$ cat src/rtl/gpio_pkg.sv
// rtl/gpio_pkg.sv - shared types, defaults and helpers for the button debounce block
package gpio_pkg;

    // Default channel count and debounce interval used by the GPIO button input path
    localparam int GPIO_NUM_BTN            = 4;
    localparam int GPIO_DEBOUNCE_CYCLES    = 50000;
    localparam int GPIO_SYNC_STAGES        = 2;

    // One bit per button channel
    typedef logic [GPIO_NUM_BTN-1:0] gpio_btn_t;

    // Counter width able to hold the values 0..cycles
    function automatic int deb_cnt_width(int cycles);
        return $clog2(cycles + 1);
    endfunction

endpackage

$ cat src/rtl/gpio_debounce_ch.sv
// rtl/gpio_debounce_ch.sv - one button channel: synchroniser, stability counter, stable level and edge pulses
module gpio_debounce_ch
    import gpio_pkg::*;
#(
    parameter int SYNC_STAGES     = GPIO_SYNC_STAGES,
    parameter int DEBOUNCE_CYCLES = GPIO_DEBOUNCE_CYCLES
) (
    input  logic clk_i,
    input  logic rst_i,
    input  logic button_i,
    output logic stable_o,
    output logic rise_o,
    output logic fall_o
);

    localparam int               CNT_W    = deb_cnt_width(DEBOUNCE_CYCLES);
    localparam logic [CNT_W-1:0] CNT_LAST = CNT_W'(DEBOUNCE_CYCLES - 1);
    localparam logic [CNT_W-1:0] CNT_ONE  = CNT_W'(1);

    logic [SYNC_STAGES-1:0] sync_q;
    logic                   sync;
    logic [CNT_W-1:0]       cnt_q;

    assign sync = sync_q[SYNC_STAGES-1];

    // Metastability chain: the raw pin enters at bit 0, the settled copy leaves at the top bit
    always_ff @(posedge clk_i) begin
        if (rst_i) begin
            sync_q <= '0;
        end else begin
            sync_q <= {sync_q[SYNC_STAGES-2:0], button_i};
        end
    end

    // Accept a new level only after it has been seen for DEBOUNCE_CYCLES consecutive cycles;
    // any return to the current stable level restarts the qualification from zero
    always_ff @(posedge clk_i) begin
        if (rst_i) begin
            cnt_q    <= '0;
            stable_o <= 1'b0;
            rise_o   <= 1'b0;
            fall_o   <= 1'b0;
        end else begin
            rise_o <= 1'b0;
            fall_o <= 1'b0;
            if (sync == stable_o) begin
                cnt_q <= '0;
            end else if (cnt_q == CNT_LAST) begin
                cnt_q    <= '0;
                stable_o <= sync;
                rise_o   <= sync;
                fall_o   <= ~sync;
            end else begin
                cnt_q <= cnt_q + CNT_ONE;
            end
        end
    end

endmodule

$ cat src/rtl/gpio_button_debounce.sv
// rtl/gpio_button_debounce.sv - debounced button inputs with sticky press flags; GPIO_DEBOUNCE_IRQ_EN adds irq_o
module gpio_button_debounce
    import gpio_pkg::*;
#(
    parameter int NUM_BTN         = GPIO_NUM_BTN,
    parameter int SYNC_STAGES     = GPIO_SYNC_STAGES,
    parameter int DEBOUNCE_CYCLES = GPIO_DEBOUNCE_CYCLES
) (
    input  logic               clk_i,
    input  logic               rst_i,
    input  logic [NUM_BTN-1:0] button_i,
    output logic [NUM_BTN-1:0] btn_stable_o,
    output logic [NUM_BTN-1:0] btn_rise_o,
    output logic [NUM_BTN-1:0] btn_fall_o,
    output logic [NUM_BTN-1:0] evt_o,
    input  logic [NUM_BTN-1:0] evt_clr_i
`ifdef GPIO_DEBOUNCE_IRQ_EN
    ,
    output logic               irq_o
`endif
);

    // Channels are fully independent; each owns its synchroniser and counter
    for (genvar i = 0; i < NUM_BTN; i++) begin : g_ch
        gpio_debounce_ch #(
            .SYNC_STAGES     (SYNC_STAGES),
            .DEBOUNCE_CYCLES (DEBOUNCE_CYCLES)
        ) u_ch (
            .clk_i    (clk_i),
            .rst_i    (rst_i),
            .button_i (button_i[i]),
            .stable_o (btn_stable_o[i]),
            .rise_o   (btn_rise_o[i]),
            .fall_o   (btn_fall_o[i])
        );
    end

    // Sticky press flags: a press sets, write-1 clears, and a press in the clearing cycle wins
    always_ff @(posedge clk_i) begin
        if (rst_i) begin
            evt_o <= '0;
        end else begin
            evt_o <= (evt_o & ~evt_clr_i) | btn_rise_o;
        end
    end

`ifdef GPIO_DEBOUNCE_IRQ_EN
    // Level interrupt follows any pending flag one cycle later
    always_ff @(posedge clk_i) begin
        if (rst_i) begin
            irq_o <= 1'b0;
        end else begin
            irq_o <= |evt_o;
        end
    end
`endif

endmodule
$ cat config.mk
export PLATFORM = sky130hd
export DESIGN_NAME = gpio_button_debounce
export DESIGN_NICKNAME = d
export VERILOG_FILES = /design/src/rtl/gpio_pkg.sv /design/src/rtl/gpio_debounce_ch.sv /design/src/rtl/gpio_button_debounce.sv
export SDC_FILE = /design/constraint.sdc
export NUM_CORES = 1
export LEC_CHECK = 0
export CAP_MARGIN = 20
export CORE_UTILIZATION = 47
export DETAILED_ROUTE_END_ITERATION = 8
export PLACE_DENSITY = 0.75
export SETUP_SLACK_MARGIN = 0.4
export SYNTH_ARGS = -nofsm -noshare
export SYNTH_HDL_FRONTEND = slang
export SYNTH_SLANG_ARGS = --single-unit
export TNS_END_PERCENT = 20
$ cat constraint.sdc
create_clock -name clk_i -period 2.5 [get_ports clk_i]
set_clock_uncertainty 0.15 [all_clocks]
set_input_delay 0.25 -clock clk_i [delete_from_list [all_inputs] [get_ports clk_i]]
set_output_delay 0.25 -clock clk_i [all_outputs]
set_load 0.05 [all_outputs]
---- Word-level counts from Yosys, hierarchy flattened ----
Index checks and enable logic that the tools add are counted.
operators by class
  add/sub/neg operators ................... 4
  eq/ne operators ......................... 8
  bitwise logic cells ..................... 15
  reductions and logical operators ........ 12
operator list
  operator               number
  $add 16x1->16 const B  4
  $eq 16x16->1 const B   4
  $reduce_or 3->1        8
  $not 1->1              12
  $reduce_and 2->1       4
  $and 4x4->4            1
  $eq 1x1->1             4
  $not 4->4              1
  $or 4x4->4             1
word-level totals
  register bits after elaboration ......... 88
  logic and storage cells ................. 60

---- Longest topological paths before layout ----
  word-level depth ........................ 3
  mapped depth ............................ 7
  gate-level depth less buffers ........... 5

---- Hierarchy ----
Synthesis repeated with hierarchy kept, for this count alone.
second synthesis, totals
  cells, all modules ...................... 380
  area total of the unflattened synthesis .. 3578.4 um2
by module, submodules not included
  module                instances  cells an instance  area an instance (um2)
  gpio_debounce_ch      4          91                 859.6
  gpio_button_debounce  1          16                 140.1

---- Worst setup path before layout ----
OpenSTA, ideal clock, no wires.
  path kind ............................... register -> register
  start ................................... reg g_ch[3].u_ch.cnt_q[10]
  end ..................................... reg g_ch[3].u_ch.cnt_q[15]
  data arrival time ....................... 1.801 ns
  required time ........................... 2.235 ns
  setup slack ............................. 0.434 ns
  stages on the path, launching flop included .. 6
  path buffers ............................ 1
  cells stage by stage .................... dfxtp_1 or4b_1 or4_4 o21ai_2 buf_6 nor2_1
between the ends
  longest elaborated chain between the ends .. 2
  elaborated cells on any way between the ends .. 3
  those cells by class .................... 1 x add/sub; 1 x eq/ne; 1 x reduce/logical
ends and longest elaborated chain
  what                                                                   line                    RTL
  start: declaration                                                     gpio_debounce_ch.sv:22  logic [CNT_W-1:0] cnt_q;
  start signal: assignment                                               gpio_debounce_ch.sv:54  cnt_q <= cnt_q + CNT_ONE;
  parallel branches: the longest is 2 deep, another holds $add 16x1->16  n/a
Parallel ways; which one is timed is not known.
A chain may end at the register's enable or synchronous reset.

---- Final worst setup path ----
  start ................................... reg g_ch[2].u_ch.cnt_q[13]
  end ..................................... reg g_ch[2].u_ch.cnt_q[1]
between the ends
  longest elaborated chain between the ends .. 2
ends and longest elaborated chain
  what                              line                    RTL
  start: declaration                gpio_debounce_ch.sv:22
  start signal: assignment          gpio_debounce_ch.sv:54
  $eq 16x16->1                      gpio_debounce_ch.sv:48  end else if (cnt_q == CNT_LAST) begin
  $reduce_or 3->1 (no source line)  n/a
No other way between the ends.

==> reports/metrics.cfg <==
[cts]
cts_tree = yes
h-tree-depth = 3
worst_skew_pair.late_latency_ns = 0.35
cts_sinks = 88
clock-root-buffer = clkbuf_8
path_clk_slew_ns = 0.08
clockBufferDepth = 2
holdBufCountCts = 0
cts-buffers-inserted = 9

[layout]
drive_gt1_frac = 0.0928
finish.net_count = 452
layout_common_cells = dfxtp_1 (83), nor2_1 (75), xnor2_1 (45)
final_area_um2 = 4240
antennaDiodeCount = 0
syn_to_final_growth_pct = 14.2
final_common_cell = dfxtp_1

[hold_path]
hp-start = button_i[3]
hp-class = in -> reg
min_path_cells = 2
whs_endpoint = g_ch[3].u_ch.sync_q[0]

[placement]
dpl.hpwl_um = 4590
io_buffers = 25
gp_congestion = 0.816
placed_cell_area_um2 = 4000
preCtsSetupSlack_ns = 0.364

[power_and_ir_drop]
total_power_uw = 2330
ir_drop_mv = 0.281
leakagePower_uw = 0.00131
powerDensity_nw_per_um2 = 550

[status]
status = complete, no violations

[grt]
use_met1 = 0.198
antenna_found_initial = 0
grt_pass1_vias = 2707
grt.busiest_layer = met2
grt_max_degree = 16
grt_pass1_wl_um = 11300
grt_overflow_total = 0
met3_usage = 0.0488
track_usage = 0.169
use_met2 = 0.278

[setup_path]
regToRegStartpoint = g_ch[2].u_ch.cnt_q[13]
reg2reg_depth = 4
critPathTopFamily = simple AND/OR/NAND/NOR gates
r2r_end = g_ch[2].u_ch.cnt_q[1]
cpPeakStageDelay_ns = 0.54
crit_buf_inv = 0
crit_path_cell_trace = or4b_4 -> or4_4 -> or2_4 -> and3_1
required_ns = 2.61
cp.arrival_ns = 2.19
reg2reg_slack_ns = 0.42
crit_path_top_delay_cell = or4_4
cp-start-kind = register
critPathCaptureType = register
crit_fanout = 3
setup.worst_path.class = reg -> reg

[floorplanning]
die_h_um = 90.9
core_area_um2 = 7690
initial_core_util = 0.483
die-width_um = 90.9
dieArea_um2 = 8260
io_pins = 26
std_cell_rows = 32

[yosys]
seq_area_frac_synth = 0.474
syn_nets = 429
syn_inst = 415
yosys.cell_types.count = 34
synth_top_cell_by_area = dfxtp_1
synth_top_area_frac = 0.474
yosys_warnings = 0
ys_seq_elements = 88
synth.cell_area_um2 = 3710
syn_avg_cell_area_um2 = 8.95
synthTopCellsByArea = dfxtp_1 (47%), xnor2_1 (11%), nor2_1 (7.7%)

[detailed_routing]
drc = 0
wire_per_inst_um = 11.9
vias = 2803
first_pass_iters = 4
drt_wl_total_um = 6470
via_per_inst = 5.15
postRouteAntennaNets = 0
drt-initial-drc-count = 41

[timing]
period_needed_ns = 2.08
slew_viol_final = 0
whs_ns = 0.290
fin_crit_sh = 0.832
fin_ws_ns = 0.419
final.setup.tns_ns = 0
setup_viol = 0
maxSlewHeadroom = 0.642
hold_viol_final = 0
tightest_slew_ns = 0.536
rsz0062_at_grt = yes
fmax_mhz = 481

[run]
max_cap_viol_count = 0

-- area by class of cell --
cell class	instances	area [µm²]
Tap cell	102	128
Fill cell	701	3450
Clock buffer	12	155
Clock inverter	3	17.5
Sequential cell	88	1770
Timing Repair Buffer	34	325
Inverter	14	52.6
Multi-Input combinational cell	291	1790
-- state kept, by name, summed over array words and instances, names as in the netlist --
register / cells
evt_o: 4
g_ch.u_ch.rise_o: 4
g_ch.u_ch.stable_o: 4
g_ch.u_ch.fall_o: 4
g_ch.u_ch.cnt_q: 64
g_ch.u_ch.sync_q: 8
-- metrics by stage --
stage,util,std cells
3_5_place_dp,0.520,527
6_report,0.551,544
3_3_place_gp,0.520,527
4_1_cts,0.543,542
5_1_grt,0.551,544
2_1_floorplan,-,415
-- worst max-delay path by stage --
| stage | startpoint | end | slack (ns) | cells after the start |
|---|---|---|---|---|
| final | g_ch[2].u_ch.cnt_q[13] | g_ch[2].u_ch.cnt_q[1] | 0.42 | 4 |
| after global routing | g_ch[3].u_ch.cnt_q[10] | g_ch[3].u_ch.cnt_q[9] | 0.36 | 5 |
| after CTS | g_ch[3].u_ch.cnt_q[10] | g_ch[3].u_ch.cnt_q[5] | 0.38 | 5 |
| after detailed placement | g_ch[1].u_ch.cnt_q[5] | g_ch[1].u_ch.cnt_q[6] | 0.36 | 4 |
| after global placement | g_ch[2].u_ch.cnt_q[4] | g_ch[2].u_ch.cnt_q[1] | 0.43 | 4 |
| after floorplan | g_ch[3].u_ch.cnt_q[10] | g_ch[3].u_ch.cnt_q[15] | 0.43 | 5 |
-- cells by family after synthesis --
kind of cell    after synthesis  synth area share
compound gates               14            0.0216
xor+xnor                     57             0.134
fa+ha+maj                     4            0.0135
buf+inv                      36            0.0536
flops                        88             0.474
mux                           2           0.00539
simple gates                214             0.297
-- repair_timing --
| item | in CTS | in global routing |
|---|---|---|
| resized for setup | 1 | 16 |
| cloned | 0 | 0 |
| pin swaps | 0 | 1 |
| setup endpoints to repair | 22 | 62 |
| buffers inserted | 0 | 2 |
-- cell usage after synthesis, drive strengths merged --
cell type and instances:
a21oi 9, and2 2, and3 6, and4 1
buf 15, clkbuf 7, dfxtp 88, ha 4
inv 14, mux2i 2, nand2 18, nand2b 7
nand3 18, nand4 22, nand4b 1, nor2 76
nor2b 8, nor3 20, nor4 18, nor4b 3
nor4bb 2, o21ai 4, o31ai 1, or2 2
or3 2, or4 5, or4b 3, xnor2 45
xor2 12
-- layer usage --
metal	share of wire	wire length (µm)
met4	0.030	197
met5	0	0
met2	0.48	3080
met1	0.47	3020
met3	0.027	174
-- power by group --
part	total (µW)	switching [µW]	internal, µW
Sequential	1410	5.71	1410
Clock	874	467	407
Combinational	47.0	22.5	24.5
Total	2330	495	1840
Note: power is estimated with default switching activity, not from simulation.
